File: src/rtl/spi_rom_responder.sv
// SPI mode-0 read-only responder: accepts READ (0x03) plus a 24-bit address and
// streams bytes from a 1-clk-latency ROM with a one-byte prefetch.
//
// state  | meaning
// IDLE   | cs low, outputs quiet, waiting for cs
// CMD    | shifting in the 8-bit command
// ADDR   | shifting in the 24-bit address
// DATA   | streaming ROM bytes on miso, prefetching the next byte
// IGNORE | unsupported command, wait for cs to drop
module spi_rom_responder #(
  parameter int ADDR_W = 11
) (
  input  logic              clk,
  input  logic              reset,
  input  logic              spi_cs,
  input  logic              spi_sclk,
  input  logic              spi_mosi,
  output logic              spi_miso,
  output logic              rom_rd,
  output logic [ADDR_W-1:0] rom_addr,
  input  logic [7:0]        rom_data,
  output logic              busy,
  output logic              cmd_err
);

  typedef enum logic [2:0] {
    IDLE   = 3'd0,
    CMD    = 3'd1,
    ADDR   = 3'd2,
    DATA   = 3'd3,
    IGNORE = 3'd4
  } state_t;

  localparam logic [7:0] CMD_READ = 8'h03;

  state_t state, state_nxt;

  logic cs_s1, cs_s2;
  logic sclk_s1, sclk_s2, sclk_d;
  logic mosi_s1, mosi_s2;
  logic sclk_rise, sclk_fall;

  logic [4:0]        bit_cnt;
  logic [6:0]        cmd_sr;
  logic [ADDR_W-2:0] addr_sr;
  logic [6:0]        shift_sr;
  logic [7:0]        pf_byte;
  logic              rd_d;

  logic [7:0]        cmd_byte;
  logic [ADDR_W-1:0] addr_next;

  always_ff @(posedge clk or negedge reset) begin
    if (!reset) begin
      cs_s1   <= 1'b0;
      cs_s2   <= 1'b0;
      sclk_s1 <= 1'b0;
      sclk_s2 <= 1'b0;
      sclk_d  <= 1'b0;
      mosi_s1 <= 1'b0;
      mosi_s2 <= 1'b0;
    end else begin
      cs_s1   <= spi_cs;
      cs_s2   <= cs_s1;
      sclk_s1 <= spi_sclk;
      sclk_s2 <= sclk_s1;
      sclk_d  <= sclk_s2;
      mosi_s1 <= spi_mosi;
      mosi_s2 <= mosi_s1;
    end
  end

  assign sclk_rise = sclk_s2 & ~sclk_d;
  assign sclk_fall = ~sclk_s2 & sclk_d;

  // Complete command/address values including the bit arriving on this rise.
  assign cmd_byte  = {cmd_sr, mosi_s2};
  assign addr_next = {addr_sr, mosi_s2};

  assign busy = (state != IDLE);

  always_ff @(posedge clk or negedge reset) begin
    if (!reset) begin
      state <= IDLE;
    end else begin
      state <= state_nxt;
    end
  end

  always_comb begin
    state_nxt = state;
    case (state)
      IDLE: begin
        if (cs_s2) state_nxt = CMD;
      end
      CMD: begin
        if (!cs_s2) begin
          state_nxt = IDLE;
        end else if (sclk_rise && bit_cnt == 5'd7) begin
          state_nxt = (cmd_byte == CMD_READ) ? ADDR : IGNORE;
        end
      end
      ADDR: begin
        if (!cs_s2) begin
          state_nxt = IDLE;
        end else if (sclk_rise && bit_cnt == 5'd23) begin
          state_nxt = DATA;
        end
      end
      DATA, IGNORE: begin
        if (!cs_s2) state_nxt = IDLE;
      end
      default: state_nxt = IDLE;
    endcase
  end

  always_ff @(posedge clk or negedge reset) begin
    if (!reset) begin
      bit_cnt  <= 5'd0;
      cmd_sr   <= 7'd0;
      addr_sr  <= '0;
      shift_sr <= 7'd0;
      pf_byte  <= 8'd0;
      rd_d     <= 1'b0;
      spi_miso <= 1'b0;
      rom_rd   <= 1'b0;
      rom_addr <= '0;
      cmd_err  <= 1'b0;
    end else begin
      rom_rd  <= 1'b0;
      cmd_err <= 1'b0;
      rd_d    <= rom_rd;
      if (!cs_s2) begin
        // Abort: a read issued on the way out must not land in the prefetch slot.
        bit_cnt  <= 5'd0;
        cmd_sr   <= 7'd0;
        addr_sr  <= '0;
        shift_sr <= 7'd0;
        pf_byte  <= 8'd0;
        rd_d     <= 1'b0;
        spi_miso <= 1'b0;
      end else begin
        if (rd_d) pf_byte <= rom_data;
        case (state)
          IDLE: begin
            bit_cnt <= 5'd0;
          end
          CMD: begin
            if (sclk_rise) begin
              cmd_sr <= cmd_byte[6:0];
              if (bit_cnt == 5'd7) begin
                bit_cnt <= 5'd0;
                cmd_err <= (cmd_byte != CMD_READ);
              end else begin
                bit_cnt <= bit_cnt + 5'd1;
              end
            end
          end
          ADDR: begin
            if (sclk_rise) begin
              addr_sr <= addr_next[ADDR_W-2:0];
              if (bit_cnt == 5'd23) begin
                bit_cnt  <= 5'd0;
                rom_rd   <= 1'b1;
                rom_addr <= addr_next;
              end else begin
                bit_cnt <= bit_cnt + 5'd1;
              end
            end
          end
          DATA: begin
            // bit_cnt == 0 marks a byte boundary: load prefetch and fetch the next one.
            if (sclk_fall) begin
              if (bit_cnt == 5'd0) begin
                shift_sr <= pf_byte[6:0];
                spi_miso <= pf_byte[7];
                rom_addr <= rom_addr + ADDR_W'(1);
                rom_rd   <= 1'b1;
                bit_cnt  <= 5'd1;
              end else begin
                shift_sr <= {shift_sr[5:0], 1'b0};
                spi_miso <= shift_sr[6];
                bit_cnt  <= (bit_cnt == 5'd7) ? 5'd0 : bit_cnt + 5'd1;
              end
            end
          end
          IGNORE: begin
            spi_miso <= 1'b0;
          end
          default: begin
            bit_cnt <= 5'd0;
          end
        endcase
      end
    end
  end

endmodule

File: config.mk
export PLATFORM = sky130hd
export DESIGN_NAME = spi_rom_responder
export DESIGN_NICKNAME = d
export VERILOG_FILES = /design/src/rtl/spi_rom_responder.sv
export SDC_FILE = /design/constraint.sdc
export NUM_CORES = 1
export LEC_CHECK = 0
export BUFFER_PORTS_ARGS = -buffer_cell sky130_fd_sc_hd__buf_2
export CORE_UTILIZATION = 55
export DETAILED_ROUTE_END_ITERATION = 10
export PLACE_DENSITY = 0.75
export SYNTH_ARGS = -nofsm -noshare
export SYNTH_HDL_FRONTEND = slang
export SYNTH_SLANG_ARGS = --single-unit
File: constraint.sdc
create_clock -name clk -period 2.38 [get_ports clk]
set_input_delay 0.357 -clock clk [delete_from_list [all_inputs] [get_ports clk]]
set_output_delay 0.357 -clock clk [all_outputs]
set_load 0.02 [all_outputs]
==> impl_summary.log, run 1 <==
INFO  metric clk_pin_slew = 0.07 ns
INFO  metric area_taken_by_flip_flops_and_latches = 1550 um^2
INFO  metric drv_cap = 0
INFO  metric fin_hold_ws = 0.0261 ns
INFO  metric number_of_nets_in_the_layout = 346
INFO  metric mostFrequentLayoutCells = 62 x sky130_fd_sc_hd__dfrtp_1, 29 x sky130_fd_sc_hd__nor2_1, 27 x sky130_fd_sc_hd__buf_2
INFO  metric dpl.hpwl = 4180 um
INFO  metric std_cell_rows = 26
INFO  metric pwr_density_cell = 671 nW/um^2
INFO  metric total_power = 2.36 mW
INFO  metric timing.final.crit_period = 1.90 ns
INFO  metric largest_net_degree_at_the_start_of_global_routing = 37
INFO  metric synth_area = 3090 um^2
INFO  metric clk_root_buffer_cell = sky130_fd_sc_hd__clkbuf_8
INFO  metric combinationalPowerShare = 6.5%
INFO  metric finalWorstSetupSlack = 0.478 ns
INFO  metric average_cell_area_after_synthesis = 10.0 um^2
INFO  metric crit_path_top_delay_cell = sky130_fd_sc_hd__dfrtp_1
INFO  metric seq_area_frac_synth = 50.1%
INFO  metric cts_repair_resize_count = 0
INFO  metric timing.critical_path.from_type = register
INFO  metric final_min_period_over_clock_period = 79.9%
INFO  metric synth_seq_cells = 62
INFO  metric io_pins = 28
INFO  metric power_switching_share = 21.7%
INFO  metric synth_fp_nets = 324
INFO  metric timing.critical_path.slowest_cell_delay = 0.40 ns
INFO  metric cts_tree = done
INFO  metric post_cts_buffers = 0
INFO  metric dp_worst_setup_slack = 0.504 ns
INFO  metric routed_via_density = 5.90
INFO  metric antenna_violating_nets_post_route = 0
INFO  metric antenna-diode-count = 0
INFO  metric final-setup-viol-count = 0
INFO  metric classification_of_the_worst_slack_hold_path = input pin to asynchronous set/reset pin
INFO  metric detailed_place.area = 3280 um^2
INFO  metric cts-buffers-inserted = 9
INFO  metric layout_commonest_cell = sky130_fd_sc_hd__dfrtp_1
INFO  metric number_of_enable_type_register_cells_in_the_synthesized_netlist = 0
INFO  metric synth.lib_cells_used.distinct = 50
INFO  metric fmax = 0.526 GHz
INFO  metric synth_cells = 308
INFO  metric die_x = 77.0 um
INFO  metric clock_sinks = 62
INFO  metric power.leakage = 1.64 nW
INFO  metric area_growth_syn_to_layout = 13.7%
INFO  metric cts_hold_buf = 0
INFO  metric detailroute.via_count = 2385
INFO  metric skew = 0.00788 ns
INFO  metric htreeDepth = 3
INFO  metric net_switching_component_of_the_power = 511 uW
INFO  metric cp.required = 2.60 ns
INFO  metric detailedRoute.firstPassIterationCount = 4
INFO  metric place.gp.congestion = 0.845
INFO  metric io_buffer_count = 27
INFO  metric initialDrtViolationCount = 166
INFO  metric final_area = 3520 um^2
INFO  metric setup.worst_path.class = register to register
INFO  metric p_int = 1.85 mW
INFO  metric tns = 0 ns
INFO  metric globalRouteOverflowTotal = 0
INFO  metric status = finished clean
INFO  metric power.share.sequential = 46.2%
INFO  metric core_region_area = 5270 um^2
INFO  metric timing.max_slew.rel_slack = 59.8%
INFO  metric worst_slew_pin_slew = 0.604 ns
INFO  metric grt_util_all_layers = 23.3%
INFO  metric clock_power_share = 47.3%
INFO  metric unrepaired_setup_endpoints_after_global_routing = no
INFO  metric hold_violations = 0
INFO  metric drive_gt1_share = 17.1%
INFO  metric multi_input_comb_area = 1400 um^2
INFO  metric fill_cells = 430
INFO  metric ys.flop_type = sky130_fd_sc_hd__dfrtp_1
INFO  metric wire_per_inst = 15.5 um
INFO  metric synth_async_sr_flop_share = 100%
INFO  metric starting_density_of_the_core = 58.7%
INFO  metric die_h = 77.0 um
INFO  metric antenna_violations_before_repair = 0
INFO  metric dieArea = 5930 um^2
INFO  metric global_route_wire_length_before_repair = 10800 um
INFO  metric first_global_vias = 2237
INFO  metric final-max-slew-violation-count = 0
INFO  metric irDropWorstVdd = 431 uV
INFO  metric cp-end-kind = register
INFO  metric drt-total-wl = 6260 um
INFO  metric clockBufferDepth = 2
INFO  metric cp_cell_sequence = inv_1 -> ha_1 -> nor4b_4 -> buf_4 -> a211o_1 -> a22oi_1 -> a221o_1
INFO  metric clock_latency_on_the_worst_skew_pair = 0.34 ns
INFO  metric drc = 0
INFO  metric cp_max_fo = 11
INFO  metric arrival = 2.12 ns
INFO  metric synth-warning-count = 0
-- worst max-delay path: cells and delay by family, from the launching register on --
| family | cells | cell delay (ns) |
|---|---|---|
| compound gates | 3 | 0.64 |
| fa+ha+maj | 1 | 0.16 |
| buf+inv | 2 | 0.37 |
| flops | 1 | 0.40 |
| simple gates | 1 | 0.21 |
-- logic make-up (layout without fill, tap and decap cells) --
| kind of cell | count (synthesis) | in the layout | synth area share, % |
|---|---|---|---|
| AO/OA/AOI/OAI | 75 | 75 | 16.4 |
| flip-flops | 62 | 62 | 50.1 |
| XOR/XNOR | 1 | 1 | 0.283 |
| AND/OR/NAND/NOR | 113 | 113 | 19.7 |
| buffers and inverters | 30 | 56 | 4.49 |
| adder cells (fa/ha/maj) | 3 | 3 | 1.21 |
| multiplexers | 24 | 24 | 7.76 |
-- flip-flops by register name, summed over array words and instances, names as in the netlist, 3 cells and up --
register and count:
rom_addr 11, addr_sr 10, pf_byte 8, cmd_sr 7, shift_sr 7, bit_cnt 5
state 3
-- through the flow --
stage | cells | util [%]
6_report | 404 | 66.7
3_3_place_gp | 389 | 62.3
2_1_floorplan | 308 | -
4_1_cts | 404 | 66.7
3_5_place_dp | 389 | 62.3
5_1_grt | 404 | 66.7
-- power groups by stage --
stage                     Sequential (mW)  Clock, mW  Combinational, mW
after detailed placement             1.11          0              0.154
after floorplan                      1.09          0              0.113
after global routing                 1.09       1.19              0.169
after CTS                            1.09       1.13              0.155
after global placement               1.11          0              0.152
final                                1.09       1.12              0.153
-- Yosys cell counts (3+ instances only) --
cell type	count	share of area, %
sky130_fd_sc_hd__dfrtp_1	62	50
sky130_fd_sc_hd__nor2_1	29	3.5
sky130_fd_sc_hd__nand2_1	26	3.2
sky130_fd_sc_hd__a21oi_1	25	4.0
sky130_fd_sc_hd__mux2i_1	24	7.8
sky130_fd_sc_hd__nand3_1	21	3.4
sky130_fd_sc_hd__clkbuf_1	13	1.6
sky130_fd_sc_hd__buf_2	9	1.5
sky130_fd_sc_hd__o21ai_0	9	1.5
sky130_fd_sc_hd__a2bb2oi_1	8	2.3
sky130_fd_sc_hd__a211oi_1	7	1.7
sky130_fd_sc_hd__nand4_1	5	1.0
sky130_fd_sc_hd__a211o_1	4	1.1
sky130_fd_sc_hd__and2_1	4	0.81
sky130_fd_sc_hd__and3b_1	4	1.1
sky130_fd_sc_hd__nand2b_1	4	0.81
sky130_fd_sc_hd__a22oi_1	3	0.73
sky130_fd_sc_hd__a31oi_1	3	0.61
sky130_fd_sc_hd__ha_1	3	1.2
sky130_fd_sc_hd__nand3b_1	3	0.73
sky130_fd_sc_hd__nor2b_1	3	0.61
sky130_fd_sc_hd__o22ai_1	3	0.61
-- layout make-up --
| type | instances | share of cell area [%] |
|---|---|---|
| inverter | 4 | 0.427 |
| clock inverter | 4 | 2.70 |
| timing repair buffer | 37 | 6.33 |
| sequential | 62 | 44.1 |
| tap | 70 | 2.49 |
| clock buffer | 11 | 4.02 |
| multi-input combinational | 216 | 39.9 |
-- final timing paths --
path	endpoint	cells after the start	from	slack [ns]
setup / recovery	bit_cnt[3]	7	bit_cnt[0]	0.48
hold / removal	bit_cnt[3]	1	reset	0.03
setup reg to reg	bit_cnt[3]	7	bit_cnt[0]	0.48
hold reg to reg	cs_s2	0	cs_s1	0.35
max in group asynchronous	shift_sr[1]	2	reset	1.75
min in group clk	cs_s1	1	spi_cs	0.13
-- routing by layer --
metal  up-vias  track usage (%)  wire length [um]
li1       1163                -                 -
met1      1154             32.6              3060
met2        61             34.8              2870
met3         7             6.90               246
met4         0             7.36                82
met5         -                0                 0
No activity file was read; power rests on OpenSTA's default activity.
==> run 2: changes to the inputs <==
Settings changed: CORE_UTILIZATION 55 to 53.
Clock period 2.38 ns to 1.7 ns, I/O delays scaled along.
==> run 2 against run 1 <==
Compared with the run above: the flow now finishes with violations (setup timing); count of clock-buffer cells in the layout decreased by 1; power increased by 40%; sequential power increased by 39%; largest cell class unchanged; maximum frequency increased by 8.9%; die area increased by 3.7%; sequential cell count unchanged; final area increased by 11%; sequential share of layout area decreased by 4.2 points; clock power increased by 31%; critical endpoint is now bit_cnt[4]; core utilization increased by 3.0 points.
==> impl_summary.log, run 2 (same netlist as run 1, synthesis figures left out) <==
INFO  metric classification_of_the_worst_slack_hold_path = input pin to register
INFO  metric cp-end-kind = register
INFO  metric std_cell_rows = 27 (+3.8%)
INFO  metric final_min_period_over_clock_period = 103% (+23 points)
INFO  metric biggestRegsByFlops = rom_addr x11, addr_sr x10, pf_byte x8
INFO  metric fill_cells = 418 (-2.8%)
INFO  metric pwr_density_cell = 850 nW/um^2 (+27%)
INFO  metric area_growth_syn_to_layout = 25.7%
INFO  metric clk_pin_slew = 0.06 ns (about the same)
INFO  metric drt-total-wl = 7000 um (+12%)
INFO  metric wire_per_inst = 16.1 um (+4.0%)
INFO  metric clock_latency_on_the_worst_skew_pair = 0.34 ns (about the same)
INFO  metric cts_tree = done
INFO  metric total_power = 3.31 mW (+40%)
INFO  metric tns = -0.0749 ns (-0.0749 ns)
INFO  metric dieArea = 6150 um^2 (+3.7%)
INFO  metric core_region_area = 5570 um^2 (+5.8%)
INFO  metric layout_commonest_cell = sky130_fd_sc_hd__dfrtp_1
INFO  metric clock_sinks = 62 (unchanged)
INFO  metric fin_util = 69.8% (+3.0 points)
INFO  metric clockBufferDepth = 2 (unchanged)
INFO  metric dpl.hpwl = 4620 um (+11%)
INFO  metric io_pins = 28 (unchanged)
INFO  metric drv_cap = 0 (unchanged)
INFO  metric globalRouteOverflowTotal = 0 (unchanged)
INFO  metric failed_checks = setup timing
INFO  metric place.gp.congestion = 0.852 (+0.84%)
INFO  metric grt_util_all_layers = 25.2% (+1.9 points)
INFO  metric power.leakage = 1.80 nW (+9.6%)
INFO  metric detailroute.via_count = 2561 (+7.4%)
INFO  metric regMostFlops = rom_addr
INFO  metric finalWorstSetupSlack = -0.0472 ns (-0.525 ns)
INFO  metric fmax = 0.572 GHz (+8.9%)
INFO  metric antenna_violations_before_repair = 0 (unchanged)
INFO  metric timing.max_slew.rel_slack = 70.9% (+11 points)
INFO  metric irDropWorstVdd = 730 uV (+69%)
INFO  metric io_buffer_count = 27 (unchanged)
INFO  metric area_taken_by_flip_flops_and_latches = 1550 um^2 (+0.16%)
INFO  metric drc = 0 (unchanged)
INFO  metric unrepaired_setup_endpoints_after_global_routing = yes
INFO  metric status = complete, but fails checks
INFO  metric antenna_violating_nets_post_route = 0 (unchanged)
INFO  metric setup.worst_path.class = register to register
INFO  metric worst_slew_pin_slew = 0.436 ns (-0.167 ns)
INFO  metric number_of_flip_flops_in_the_largest_register = 11 (unchanged)
INFO  metric final-setup-viol-count = 2 (+2)
INFO  metric skew = 0.0126 ns (+0.00477 ns)
INFO  metric dp_worst_setup_slack = -0.0775 ns (-0.582 ns)
INFO  metric global_route_wire_length_before_repair = 11800 um (+9.6%)
INFO  metric antenna-diode-count = 0 (unchanged)
INFO  metric multi_input_comb_area = 1510 um^2 (+7.8%)
INFO  metric drive_gt1_share = 29.6% (+12 points)
INFO  metric initialDrtViolationCount = 178 (+7.2%)
INFO  metric starting_density_of_the_core = 55.5% (-3.2 points)
INFO  metric routed_via_density = 5.90 (about the same)
INFO  metric die_x = 78.4 um (+1.8%)
INFO  metric first_global_vias = 2509 (+12%)
INFO  metric timing.critical_path.from_type = register
INFO  metric hold_violations = 0 (unchanged)
INFO  metric cp.required = 1.91 ns (-0.69 ns)
INFO  metric final-max-slew-violation-count = 0 (unchanged)
INFO  metric number_of_nets_in_the_layout = 373 (+7.8%)
INFO  metric die_h = 78.4 um (+1.8%)
INFO  metric cp_max_fo = 4 (-7)
INFO  metric mostFrequentLayoutCells = 60 x sky130_fd_sc_hd__dfrtp_1, 29 x sky130_fd_sc_hd__nor2_1, 27 x sky130_fd_sc_hd__buf_2
INFO  metric htreeDepth = 3 (unchanged)
INFO  metric clk_root_buffer_cell = sky130_fd_sc_hd__clkbuf_8
INFO  metric largest_net_degree_at_the_start_of_global_routing = 63 (+70%)
INFO  metric detailedRoute.firstPassIterationCount = 5 (+1)
INFO  metric cts-buffers-inserted = 9 (unchanged)
INFO  metric arrival = 1.96 ns (-0.16 ns)
INFO  metric timing.final.crit_period = 1.75 ns (-0.155 ns)
## run 2: cell types whose count changed in the layout (fill, tap and decap cells not counted), sizes merged
cell / before / now
buf: 37 / 61
clkbuf: 11 / 10
bufinv: 3 / 2
dlygate4sd3: 0 / 3
clkinvlp: 0 / 2
inv: 3 / 4
## run 2: power breakdown
group	leakage [nW]	switching, mW	internal [mW]
combinational	0.848	0.156	0.158
clock	0.109	0.601	0.872
sequential	0.844	0.0253	1.49
## run 2: per-layer routing
metal | wire length, um | share of wire, % | up-vias | global-route usage (%)
li1 | - | - | 1215 | -
met1 | 3120 | 45 | 1262 | 32.5
met3 | 354 | 5.1 | 6 | 7.56
met2 | 3460 | 49 | 78 | 40.2
met5 | 0 | 0 | - | 0
met4 | 62 | 0.89 | 0 | 9.07
## run 2: layout make-up
cell class,count,area share (%)
clock inverter,6,2.38
tap,72,2.32
clock buffer,10,3.54
multi-input combinational,216,38.9
timing repair buffer,64,12.5
sequential,62,39.9
inverter,4,0.450
## run 2: per-stage QoR
step | hold WS, ns | area (um^2) | cells
after floorplan | -0.0406 | 3100 | 308
after global placement | 0.293 | 3460 | 409
after detailed placement | 0.291 | 3460 | 409
after CTS | 0.00234 | 3740 | 430
after global routing | 0.000923 | 3890 | 434
final | 0.0226 | 3890 | 434
## run 2: worst max-delay path, cell delays in order, from the launching register on
cell and delay (ns):
sky130_fd_sc_hd__dfrtp_1 0.41, sky130_fd_sc_hd__inv_2 0.09, sky130_fd_sc_hd__ha_4 0.12, sky130_fd_sc_hd__nor4b_4 0.21, sky130_fd_sc_hd__buf_4 0.19, sky130_fd_sc_hd__a211o_1 0.19, sky130_fd_sc_hd__buf_6 0.12, sky130_fd_sc_hd__a21oi_2 0.04
sky130_fd_sc_hd__a221o_1 0.27
## run 2: path summary, 6_finish.rpt
kind | endpoint | slack (ns) | depth (start not counted) | startpoint
hold / removal | sclk_s1 | 0.02 | 1 | spi_sclk
hold reg to reg | cs_s2 | 0.35 | 0 | cs_s1
setup / recovery | bit_cnt[4] | -0.05 | 8 | bit_cnt[0]
max in group asynchronous | state[0] | 0.94 | 3 | reset
min in group asynchronous | rom_addr[10] | 0.44 | 3 | reset
setup reg to reg | bit_cnt[4] | -0.05 | 8 | bit_cnt[0]
## run 2: repair_timing
action / CTS / global route
pin swaps: 2 / 5
endpoints found under the setup margin: 4 / 25
buffers inserted: 2 / 3
cloned: 0 / 1
endpoints found under the hold margin: 64 / 0
resized for setup: 1 / 34
hold buffers: 3 / 0
==> run 3: changes to the inputs <==
Settings changed: REMOVE_ABC_BUFFERS from default to 1.
==> run 3 against run 2 <==
Compared with the run above: the run still ends with setup timing left; global-route usage rose by 0.83 points; core utilization down 0.81 points; combinational power increased by 10%; worst setup slack got worse by 0.0075 ns; die area is the same; clock skew down 0.0063 ns; sequential power about the same; wire length grew 2.3%; cell count rose by 1.2%; sequential cell count unchanged; critical endpoint is now bit_cnt[3].
==> impl_summary.log, run 3 (same netlist as run 1, synthesis figures left out) <==
INFO  metric place.gp.congestion = 0.862 (+1.2%)
INFO  metric cp-end-kind = register
INFO  metric routed-wl-met2 = 3540 um (+2.2%)
INFO  metric cts_tree = done
INFO  metric io_buffer_count = 27 (unchanged)
INFO  metric timing.final.crit_period = 1.75 ns (+0.00746 ns)
INFO  metric met3WireLength = 243 um (-31%)
INFO  metric skew = 0.00638 ns (-0.00627 ns)
INFO  metric cp_cell_sequence = inv_2 -> ha_4 -> nor4b_4 -> buf_4 -> a211o_1 -> buf_6 -> a21oi_2 -> a221o_1
INFO  metric area_growth_syn_to_layout = 24.3%
INFO  metric global_route_wire_length_before_repair = 12000 um (+1.9%)
INFO  metric cp.required = 1.93 ns (+0.02 ns)
INFO  metric power.share.sequential = 46.2% (+0.3 points)
INFO  metric pwr_density_cell = 854 nW/um^2 (+0.52%)
INFO  metric final-max-slew-violation-count = 0 (unchanged)
INFO  metric largest_net_degree_at_the_start_of_global_routing = 29 (-54%)
INFO  metric unrepaired_setup_endpoints_after_global_routing = yes
INFO  metric die_h = 78.4 um (unchanged)
INFO  metric mostFrequentLayoutCells = 61 x sky130_fd_sc_hd__dfrtp_1, 34 x sky130_fd_sc_hd__buf_4, 29 x sky130_fd_sc_hd__nor2_1
INFO  metric clockBufferDepth = 2 (unchanged)
INFO  metric antenna-diode-count = 0 (unchanged)
INFO  metric timing.max_slew.rel_slack = 69.1% (-1.9 points)
INFO  metric dpl.hpwl = 4740 um (+2.7%)
INFO  metric arrival = 1.98 ns (+0.02 ns)
INFO  metric final-setup-viol-count = 5 (+3)
INFO  metric clk_root_buffer_cell = sky130_fd_sc_hd__clkbuf_8
INFO  metric antenna_violating_nets_post_route = 0 (unchanged)
INFO  metric clock_sinks = 62 (unchanged)
INFO  metric first_global_vias = 2530 (+0.84%)
INFO  metric starting_density_of_the_core = 55.5% (unchanged)
INFO  metric biggestRegsByFlops = rom_addr x11, addr_sr x10, pf_byte x8
INFO  metric power_switching_share = 24.0% (+0.28 points)
INFO  metric net_switching_component_of_the_power = 787 uW (+0.55%)
INFO  metric drive_gt1_share = 27.2% (-2.3 points)
INFO  metric drv_cap = 0 (unchanged)
INFO  metric dr.max_layer_used = met4
INFO  metric tns = -0.137 ns (-0.0625 ns)
INFO  metric r2r.worst_path.cells = 8 (unchanged)
INFO  metric die_x = 78.4 um (unchanged)
INFO  metric setup.worst_path.class = register to register
INFO  metric std_cell_rows = 27 (unchanged)
INFO  metric core_region_area = 5570 um^2 (unchanged)
INFO  metric cts-buffers-inserted = 9 (unchanged)
INFO  metric power.leakage = 1.81 nW (+0.33%)
INFO  metric combinationalPowerShare = 10.5% (+1.0 points)
INFO  metric detail_route.wirelength.met1 = 3280 um (+5.0%)
INFO  metric routed_via_density = 5.91 (+0.13%)
INFO  metric final_min_period_over_clock_period = 103% (+0.44 points)
INFO  metric p_int = 2.50 mW (-1.0%)
INFO  metric io_pins = 28 (unchanged)
INFO  metric finalWorstSetupSlack = -0.0547 ns (-0.00746 ns)
INFO  metric crit_path_top_delay_cell = sky130_fd_sc_hd__dfrtp_1
INFO  metric detailroute.via_count = 2594 (+1.3%)
INFO  metric grt_util_all_layers = 26.0% (+0.83 points)
INFO  metric wire_per_inst = 16.3 um (+1.1%)
INFO  metric detailed_place.area = 3480 um^2 (+0.65%)
INFO  metric clk_pin_slew = 0.07 ns (about the same)
INFO  metric hold-path-cell-count = 1 (unchanged)
INFO  metric status = complete, but fails checks
INFO  metric dieArea = 6150 um^2 (unchanged)
INFO  metric number_of_nets_in_the_layout = 378 (+1.3%)
INFO  metric regMostFlops = rom_addr
INFO  metric irDropWorstVdd = 725 uV (-0.61%)
INFO  metric clock_latency_on_the_worst_skew_pair = 0.35 ns (about the same)
INFO  metric clock_power_share = 43.3% (-1.2 points)
INFO  metric classification_of_the_worst_slack_hold_path = input pin to register
INFO  metric hold_violations = 0 (unchanged)
INFO  metric timing.critical_path.slowest_cell_delay = 0.42 ns (about the same)
INFO  metric globalRouteOverflowTotal = 0 (unchanged)
INFO  metric layout_commonest_cell = sky130_fd_sc_hd__dfrtp_1
INFO  metric fin_hold_ws = 0.0134 ns (-0.00918 ns)
INFO  metric drt-total-wl = 7160 um (+2.3%)
INFO  metric failed_checks = setup timing
INFO  metric number_of_flip_flops_in_the_largest_register = 11 (unchanged)
INFO  metric timing.critical_path.from_type = register
INFO  metric htreeDepth = 3 (unchanged)
INFO  metric drc = 0 (unchanged)
INFO  metric initialDrtViolationCount = 216 (+21%)
INFO  metric detailedRoute.firstPassIterationCount = 6 (+1)
INFO  metric worst_slew_pin_slew = 0.464 ns (+0.0278 ns)
INFO  metric final_area = 3840 um^2 (-1.2%)
INFO  metric antenna_violations_before_repair = 0 (unchanged)
INFO  metric fmax = 0.570 GHz (-0.43%)
INFO  metric cp_max_fo = 4 (unchanged)
[run 3: path summary, 6_finish.rpt]
kind                             from           to  slack (ns)
min                          spi_sclk      sclk_s1        0.01
max in group asynchronous       reset     state[2]        0.80
min reg2reg                   mosi_s1      mosi_s2        0.35
min in group asynchronous       reset  rom_addr[4]        0.38
max                        bit_cnt[0]   bit_cnt[3]       -0.05
max reg2reg                bit_cnt[0]   bit_cnt[3]       -0.05
[run 3: power groups by stage]
stage / sequential [mW] / combinational (mW) / clock [mW]
after detailed placement: 1.54 / 0.280 / 0
after global placement: 1.54 / 0.276 / 0
final: 1.52 / 0.346 / 1.42
after CTS: 1.52 / 0.332 / 1.45
after global routing: 1.52 / 0.373 / 1.52
after floorplan: 1.54 / 0.128 / 0
[run 3: what timing repair did]
item | CTS | global route
endpoints found under the hold margin | 16 | 1
pin swaps | 4 | 4
setup endpoints to repair | 10 | 29
gates resized for setup | 7 | 10
hold buffers | 1 | 1
buffers inserted | 8 | 1
[run 3: stage by stage]
stage	power (mW)	setup slack [ns]	instances	util, %
after global placement	1.82	0.0265	412	62.4
after floorplan	1.67	-0.668	282	-
after detailed placement	1.82	-0.0688	412	62.4
after CTS	3.30	-0.0111	437	67.9
final	3.29	-0.0547	439	69.0
after global routing	3.41	-0.0961	439	69.0
[run 3: routing by layer]
metal | GRT usage [%] | up-vias
met5 | 0 | -
li1 | - | 1228
met2 | 41.8 | 61
met4 | 11.1 | 0
met1 | 33.6 | 1293
met3 | 6.28 | 12
[run 3: area by class of cell]
type / instances / area (um^2)
clock buffers: 10 / 128
clock inverters: 6 / 86.3
fillers: 447 / 1730
inverters: 4 / 17.5
multi-input cells: 216 / 1460
flip-flops and latches: 62 / 1550
well taps: 72 / 90.1
repair buffers: 69 / 513
[run 3: worst max-delay path: cells and delay by family (launching register included)]
family | cells | cell delay, ns
compound gates | 3 | 0.50
flops | 1 | 0.42
buf+inv | 3 | 0.40
simple gates | 1 | 0.19
fa+ha+maj | 1 | 0.12
